`config.mk`:
```
export PLATFORM = sky130hd
export DESIGN_NAME = fp16_align_stage
export DESIGN_NICKNAME = d
export VERILOG_FILES = /design/src/rtl/mac_pkg.sv /design/src/rtl/fp_align_lane.sv /design/src/rtl/max_exponent.sv /design/src/rtl/fp16_align_stage.sv
export SDC_FILE = /design/constraint.sdc
export NUM_CORES = 1
export LEC_CHECK = 0
export BUFFER_PORTS_ARGS = -buffer_cell sky130_fd_sc_hd__buf_2
export CELL_PAD_IN_SITES_DETAIL_PLACEMENT = 1
export CELL_PAD_IN_SITES_GLOBAL_PLACEMENT = 1
export CORE_AREA = 2 2 286 316
export CTS_BUF_LIST = sky130_fd_sc_hd__clkbuf_2 sky130_fd_sc_hd__clkbuf_4 sky130_fd_sc_hd__clkbuf_8
export DETAILED_ROUTE_END_ITERATION = 12
export DIE_AREA = 0 0 288 318
export PLACE_DENSITY_LB_ADDON = 0.1
export SYNTH_ARGS = -nofsm -noshare
export SYNTH_HDL_FRONTEND = slang
export SYNTH_HIERARCHICAL = 1
export SYNTH_SLANG_ARGS = --single-unit
```
`constraint.sdc`:
```
create_clock -name clk -period 4.7 [get_ports clk]
set_input_delay 0.705 -clock clk [delete_from_list [all_inputs] [get_ports clk]]
set_output_delay 0.705 -clock clk [all_outputs]
set_load 0.1 [all_outputs]
```
`src/rtl/mac_pkg.sv`:
```
// Shared FP16 field widths, alignment widths and mantissa decode for the MAC datapath.
package mac_pkg;
    localparam int N_OPS  = 9;
    localparam int EXP_W  = 5;
    localparam int FRAC_W = 10;
    localparam int GUARD  = 3;
    localparam int MAG_W  = FRAC_W + 1 + GUARD;
    localparam int OUT_W  = MAG_W + 1;

    typedef logic [MAG_W-1:0] mag_t;
    typedef logic [OUT_W-1:0] amant_t;

    // Zero exponent flushes to zero (subnormals included); otherwise restore
    // the hidden bit and append GUARD zero bits for the alignment shift.
    function automatic mag_t fp16_mant(input logic [EXP_W-1:0] exp,
                                       input logic [FRAC_W-1:0] frac);
        mag_t m;
        m = '0;
        if (exp != '0) begin
            m = {1'b1, frac, {GUARD{1'b0}}};
        end
        return m;
    endfunction
endpackage

```
`src/rtl/fp_align_lane.sv`:
```
// One operand lane: right-shift the decoded mantissa to the shared exponent,
// fold shifted-out bits into a sticky LSB, then apply the sign.
module fp_align_lane
    import mac_pkg::*;
(
    input  logic             sign,
    input  logic [EXP_W-1:0] exp,
    input  logic [EXP_W-1:0] exp_max,
    input  mag_t             mant,
    output amant_t           aligned
);
    logic [EXP_W-1:0] shift;
    mag_t             shifted;
    mag_t             lost_mask;
    mag_t             mag;
    logic             sticky;

    // For shift >= MAG_W the mask covers every bit, so the result collapses
    // to the sticky bit alone without a separate branch.
    always_comb begin
        shift     = exp_max - exp;
        shifted   = mant >> shift;
        lost_mask = ~({MAG_W{1'b1}} << shift);
        sticky    = |(mant & lost_mask);
        mag       = {shifted[MAG_W-1:1], shifted[0] | sticky};
        aligned   = sign ? amant_t'(-{1'b0, mag}) : {1'b0, mag};
    end
endmodule

```
`src/rtl/max_exponent.sv`:
```
// Combinational maximum over N_OPS packed biased exponents.
module max_exponent
    import mac_pkg::*;
(
    input  logic [N_OPS*EXP_W-1:0] exp_in,
    output logic [EXP_W-1:0]       exp_max
);
    // Linear scan; nine 5-bit compares keep this shallow enough for one stage.
    always_comb begin
        exp_max = '0;
        for (int i = 0; i < N_OPS; i++) begin
            if (exp_in[i*EXP_W +: EXP_W] > exp_max) begin
                exp_max = exp_in[i*EXP_W +: EXP_W];
            end
        end
    end
endmodule

```
`src/rtl/fp16_align_stage.sv`:
```
// Two-stage FP16 alignment: S1 captures decoded operands and the max exponent,
// S2 captures the nine signed aligned mantissas with their shared exponent.
module fp16_align_stage
    import mac_pkg::*;
(
    input  logic                    clk,
    input  logic                    rst_n,
    input  logic                    in_valid,
    output logic                    in_ready,
    input  logic [N_OPS-1:0]        in_sign,
    input  logic [N_OPS*EXP_W-1:0]  in_exp,
    input  logic [N_OPS*FRAC_W-1:0] in_frac,
    output logic                    out_valid,
    input  logic                    out_ready,
    output logic [EXP_W-1:0]        out_exp_max,
    output logic [N_OPS*OUT_W-1:0]  out_mant
);
    logic                    s1_valid_reg;
    logic [N_OPS-1:0]        s1_sign_reg;
    logic [N_OPS*EXP_W-1:0]  s1_exp_reg;
    logic [N_OPS*MAG_W-1:0]  s1_mant_reg;
    logic [EXP_W-1:0]        s1_exp_max_reg;

    logic                    s2_valid_reg;
    logic [N_OPS*OUT_W-1:0]  s2_mant_reg;
    logic [EXP_W-1:0]        s2_exp_max_reg;

    logic [N_OPS*MAG_W-1:0]  s1_mant_next;
    logic [EXP_W-1:0]        s1_exp_max_next;
    logic [N_OPS*OUT_W-1:0]  s2_mant_next;
    logic                    s1_en;
    logic                    s2_en;

    // A stage may load when it is empty or its contents move on this edge.
    assign s2_en    = !s2_valid_reg || out_ready;
    assign s1_en    = !s1_valid_reg || s2_en;
    assign in_ready = s1_en;

    max_exponent u_max_exponent (
        .exp_in  (in_exp),
        .exp_max (s1_exp_max_next)
    );

    for (genvar gi = 0; gi < N_OPS; gi++) begin : g_lane
        assign s1_mant_next[gi*MAG_W +: MAG_W] =
            fp16_mant(in_exp[gi*EXP_W +: EXP_W], in_frac[gi*FRAC_W +: FRAC_W]);

        fp_align_lane u_lane (
            .sign    (s1_sign_reg[gi]),
            .exp     (s1_exp_reg[gi*EXP_W +: EXP_W]),
            .exp_max (s1_exp_max_reg),
            .mant    (s1_mant_reg[gi*MAG_W +: MAG_W]),
            .aligned (s2_mant_next[gi*OUT_W +: OUT_W])
        );
    end

    // S1: capture decoded operands and their max exponent on input transfer.
    always_ff @(posedge clk or negedge rst_n) begin
        if (!rst_n) begin
            s1_valid_reg   <= 1'b0;
            s1_sign_reg    <= '0;
            s1_exp_reg     <= '0;
            s1_mant_reg    <= '0;
            s1_exp_max_reg <= '0;
        end else if (s1_en) begin
            s1_valid_reg <= in_valid;
            if (in_valid) begin
                s1_sign_reg    <= in_sign;
                s1_exp_reg     <= in_exp;
                s1_mant_reg    <= s1_mant_next;
                s1_exp_max_reg <= s1_exp_max_next;
            end
        end
    end

    // S2: capture aligned results; data only changes when a new item arrives,
    // so outputs hold steady through a downstream stall.
    always_ff @(posedge clk or negedge rst_n) begin
        if (!rst_n) begin
            s2_valid_reg   <= 1'b0;
            s2_mant_reg    <= '0;
            s2_exp_max_reg <= '0;
        end else if (s2_en) begin
            s2_valid_reg <= s1_valid_reg;
            if (s1_valid_reg) begin
                s2_mant_reg    <= s2_mant_next;
                s2_exp_max_reg <= s1_exp_max_reg;
            end
        end
    end

    assign out_valid   = s2_valid_reg;
    assign out_mant    = s2_mant_reg;
    assign out_exp_max = s2_exp_max_reg;
endmodule

```
Word-level counts from Yosys, hierarchy flattened
Cells that the tools add are included.
Widths: inputs -> output; s select.

operators by class
  multiplexer cells = 27
  magnitude comparators = 9
  reduce and logical (&&, ||, !) cells = 24
  add/sub/neg operators = 18
  bitwise gates (word level) = 27
  shifts and indexed selects = 18

operator list
  kind                   number
  $mux 15                9
  $neg 14->15            9
  $and 14x14->14         9
  $mux 14                9
  $not 14->14            9
  $reduce_or 14->1       9
  $shl 14x5->14 const A  9
  $shr 14x5->14          9
  $mux 5                 9
  $reduce_bool 5->1      9
  $sub 5x5->5            9
  $gt 5x5->1             8
  $or 1x1->1             9
  $gt 5x1->1 const B     1
  $reduce_and 2->1       2
  $logic_not 1->1        2
  $logic_or 1x1->1       2

storage, ports and cells
  output and inout bits = 142
  flip-flop bits (word level) = 327
  input port bits = 148
  word-level logic and storage cells = 131

Longest topological paths before layout
  depth in word-level cells = 18
  depth in mapped cells = 62
  depth with buffers taken out = 61

By module
The synthesis kept the hierarchy.

modules (own cells, without submodules)
  module                                instances  area each (µm²)  sequential area each (µm²)  cells an instance
  fp16_align_stage                      1          11594.9          7507.2                      786
  fp_align_lane (g_lane[0].u_lane ...)  4          1421.4           0.0                         204
  fp_align_lane (g_lane[6].u_lane ...)  3          1496.4           0.0                         213
  max_exponent                          1          1560.2           0.0                         209
  fp_align_lane (g_lane[2].u_lane)      1          1549.0           0.0                         231
  fp_align_lane (g_lane[1].u_lane)      1          1388.8           0.0                         190

Least setup slack after synthesis
OpenSTA, ideal clock, no wires.

  path kind = input port to flip-flop
  start point = input port in_exp[2]
  end point = register s1_exp_max_reg[0]
  library setup time = 125 ps
  slack = -6386 ps
  data arrival time = 10961 ps
  data required time = 4575 ps
  buffers on the path = 1
  stages = 56
  cells stage by stage = inv_1 > ha_1 > a21oi_1 > o22ai_2 > o22ai_2 > mux2_2 > ha_1 > nand2b_1 > a21oi_1 > o21a_1 > o21a_1 > o21ai_0 > ha_1 > a21o_1 > a21oi_1 > o21ai_1 > o21ai_1 > o211ai_2 > [20 not listed] > ha_1 > nor2b_1 > o21a_1 > o21a_1 > o21ai_1 > a22oi_1 > mux2_1 > ha_1 > nor2b_1 > o21a_1 > o21ai_1 > a21oi_1 > o22a_1 > buf_1 > nor2b_1 > a22o_1 > a21o_1 > mux2_4

on the way
  word-level cells in the longest chain between the ends = 18

ends and longest elaborated chain
  item                    line                    RTL
  start: declaration      fp16_align_stage.sv:11  input logic [N_OPS*EXP_W-1:0] in_exp,
  $gt 5x1->1              max_exponent.sv:12      if (exp_in[i*EXP_W +: EXP_W] > exp_max) begin
  $mux 5 *                max_exponent.sv:12
  $gt 5x5->1              max_exponent.sv:12
  $mux 5 *                max_exponent.sv:12
  $gt 5x5->1              max_exponent.sv:12
  $mux 5 *                max_exponent.sv:12
  $gt 5x5->1              max_exponent.sv:12
  $mux 5 *                max_exponent.sv:12
  [3 not listed]          --
  $mux 5 *                max_exponent.sv:12
  $gt 5x5->1              max_exponent.sv:12
  $mux 5 *                max_exponent.sv:12
  $gt 5x5->1              max_exponent.sv:12
  $mux 5 *                max_exponent.sv:12
  $gt 5x5->1              max_exponent.sv:12
  $mux 5 *                max_exponent.sv:12
  net s1_exp_max_next[0]  fp16_align_stage.sv:29  logic [EXP_W-1:0] s1_exp_max_next;
  end signal: assignment  fp16_align_stage.sv:71  s1_exp_max_reg <= s1_exp_max_next;
  end: declaration        fp16_align_stage.sv:22  logic [EXP_W-1:0] s1_exp_max_reg;

The timed path passes the listed nets; every way through them passes the cells marked *.
A chain may end at the register's enable or synchronous reset.

Worst setup path after layout
  start point = input port in_exp[9]
  end point = register s1_exp_max_reg[0]

on the way
  word-level cells in the longest chain between the ends = 16

ends and longest elaborated chain
  item                    line
  $gt 5x5->1              max_exponent.sv:12
  $mux 5 *                max_exponent.sv:12
  $gt 5x5->1              max_exponent.sv:12
  $mux 5 *                max_exponent.sv:12
  $gt 5x5->1              max_exponent.sv:12
  $mux 5 *                max_exponent.sv:12
  $gt 5x5->1              max_exponent.sv:12
  $mux 5 *                max_exponent.sv:12
  $gt 5x5->1              max_exponent.sv:12
  $mux 5 *                max_exponent.sv:12
  $gt 5x5->1              max_exponent.sv:12
  $mux 5 *                max_exponent.sv:12
  $gt 5x5->1              max_exponent.sv:12
  $mux 5 *                max_exponent.sv:12
  $gt 5x5->1              max_exponent.sv:12
  $mux 5 *                max_exponent.sv:12
  net s1_exp_max_next[0]  fp16_align_stage.sv:29

Marked as above.

==> results.json <==
{
  "postSynthCellCount": 2871,
  "relSlewSlack": 0.228,
  "largest_reg_flops": 135,
  "die_y_um": 318,
  "ys_ff_latch": 300,
  "drcViolationCount": 0,
  "critPathRequiredTime_ps": 5280,
  "skew_ps": 24.5,
  "tightest_slew_ps": 1150,
  "setup.worst_path.start_class": "input port",
  "dieArea_sq_mm": 0.0916,
  "setup_ws_ps": -5370,
  "violations": "negative setup slack",
  "io_pins": 290,
  "synth.avg_cell_area_sq_um": 9.15,
  "period_minus_slack_ps": 10070,
  "area_delta_synth_final_pct": 27.3,
  "hp-class": "in2async",
  "async_flop_share": 1.00,
  "drtIter0Drc": 1337,
  "cp.arrival_ps": 10650,
  "dp_hpwl_um": 78700,
  "stdcell_count": 4719,
  "synthFlopType": "dfrtp_1",
  "htreeDepth": 2,
  "final_nets": 3742,
  "vias": 25400,
  "finalCritPeriodShare": 2.14,
  "clkLatencyLatePin_ps": 700,
  "place_area_sq_mm": 0.0312,
  "final_layout_size_suffix_gt1_frac": 0.345,
  "clock-root-buffer": "clkbuf_8",
  "gp_congestion": 0.886,
  "cts_max_path_buffers": 3,
  "synth_edf_count": 0,
  "synth_cell_types": 101,
  "cts_buffers": 60,
  "wl_um": 102000,
  "cts_tree": "yes",
  "drv.max_cap_violation_count": 0,
  "antenna_found_initial": 23,
  "final_area_sq_mm": 0.0334,
  "drv_slew": 0,
  "die_x_um": 288,
  "crit_type": "in2reg",
  "crit_slowest_cell": "mux2_4",
  "crit_path_max_incr_delay_ps": 350,
  "end_kind": "flip-flop",
  "ant_nets": 0,
  "placed_cells": 4560,
  "grt_overflow": 0,
  "wl_per_cell_um": 21.5,
  "postCtsHoldBufs": 0,
  "yosys_warnings": 6,
  "ys_seq_area_frac": 0.286,
  "status": "complete, but fails checks",
  "viasPerCell": 5.38,
  "portBuffers": 289,
  "rows": 115,
  "coreArea_sq_mm": 0.0886,
  "syn_area_sq_mm": 0.0263,
  "grt_max_degree": 92,
  "grt_pass1_wl_um": 158000,
  "grt_pass1_vias": 27100,
  "track_usage": 0.217,
  "max_freq_mhz": 99.3,
  "worstPathMaxFanout": 7,
  "path_common_cell": "ha_4",
  "cts.sinks": 300,
  "rsz0062_at_grt": "true",
  "initial_core_util": 0.296,
  "firstDrtPassIters": 5,
  "hold_violations": 0,
  "clkTransAtPathRegs_ps": 60,
  "setup_viol_count_final": 5
}
-- kinds of logic after synthesis --
logic type / count (synthesis) / synth area share
AO/OA/AOI/OAI: 712 / 0.200
adder cells (fa/ha/maj): 94 / 0.0473
AND/OR/NAND/NOR: 936 / 0.172
buffers and inverters: 314 / 0.0567
flip-flops: 300 / 0.286
other: 1 / 0.000143
multiplexers: 389 / 0.190
XOR/XNOR: 125 / 0.0474
-- through the flow --
stage / setup TNS, ps / utilization / hold WS [ps] / setup WS, ps
6_report: -26760 / 0.377 / 29.4 / -5370
5_1_grt: -28960 / 0.377 / 50.3 / -5820
4_1_cts: -25790 / 0.371 / 4.72 / -5160
3_5_place_dp: -32260 / 0.352 / 489 / -6490
3_3_place_gp: -29030 / 0.352 / 483 / -5830
2_1_floorplan: -27220 / - / 409 / -5540
-- cells in the mapped netlist (all sizes together), types with 34 or more instances --
| cell | number | area (sq um) |
|---|---|---|
| nor3 | 87 | 435 |
| buf | 98 | 678 |
| mux4 | 59 | 1340 |
| a31oi | 56 | 350 |
| dfrtp | 300 | 7510 |
| xnor2 | 68 | 633 |
| nand3 | 166 | 831 |
| a21oi | 126 | 664 |
| o211ai | 43 | 338 |
| xor2 | 57 | 612 |
| o2bb2ai | 95 | 832 |
| ha | 85 | 1060 |
| o21ai | 111 | 574 |
| mux2 | 237 | 2740 |
| clkbuf | 72 | 270 |
| nor2 | 190 | 721 |
| mux2i | 93 | 931 |
| inv | 140 | 526 |
| o31ai | 34 | 260 |
| nand2 | 274 | 1030 |
-- critical path, delay by kind of cell --
family,cells,cell delay (ps)
muxes,3,740
AOI/OAI and AO/OA,32,5830
and+or+nand+nor,7,770
adders and majority gates,8,1890
buffers and inverters,6,660
-- final timing paths --
kind | depth (start not counted) | end | start | slack, ps
max in group asynchronous | 2 | out_mant[103] | rst_n | 3630
setup reg to reg | 18 | out_mant[87] | s1_exp_max_reg[0] | 170
hold reg to reg | 1 | out_mant[83] | out_mant[83] | 500
hold / removal | 1 | out_mant[123] | rst_n | 30
min in group clk | 2 | s1_sign_reg[3] | in_sign[3] | 250
setup / recovery | 56 | s1_exp_max_reg[0] | in_exp[9] | -5370
-- per-layer routing --
metal,wire (um),GRT usage,part of all wire
met1,46100,0.285,0.45
met3,4040,0.0352,0.040
met5,91,0,0.00090
met2,48600,0.367,0.48
met4,2800,0.0618,0.028
-- layout by cell type, fill, tap and decap left out, types with 27 or more instances in the layout --
master     Yosys  final
o31ai_1       33     32
or3_1         27     27
o21ai_0       92     87
nand2_1      274    267
dfrtp_1      300    299
nor2_1       189    184
ha_1          85     55
o211ai_1      40     40
mux2_2       217    216
nor3_1        87     86
conb_1         1    114
xor2_1        48     42
nand3_1      166    163
buf_4         24    315
and3_1        31     30
mux2i_1       93     93
xnor2_1       63     63
mux4_2        57     57
nand2b_1      28     27
inv_1        135    122
a31oi_1       56     52
buf_2         50    284
a21oi_1      117    109
clkbuf_8       0     72
o2bb2ai_1     95     95
-- repair_timing --
action / CTS / global route
buffers inserted: 30 / 19
setup endpoints to repair: 6 / 23
cloned: 0 / 0
pin swaps: 36 / 56
resized for setup: 48 / 76
-- final cells by class --
cell class | instances | area, sq um
timing repair buffer | 624 | 4180
multi-input combinational | 2370 | 18500
tap | 1170 | 1460
inverter | 144 | 546
antenna | 4 | 10.0
fill | 10400 | 55200
sequential | 300 | 7510
clock inverter | 17 | 143
clock buffer | 90 | 1130
Power is left out: the tool's default activity adds up to more than one toggle a clock period on the data nets, which glitch-free logic cannot reach.
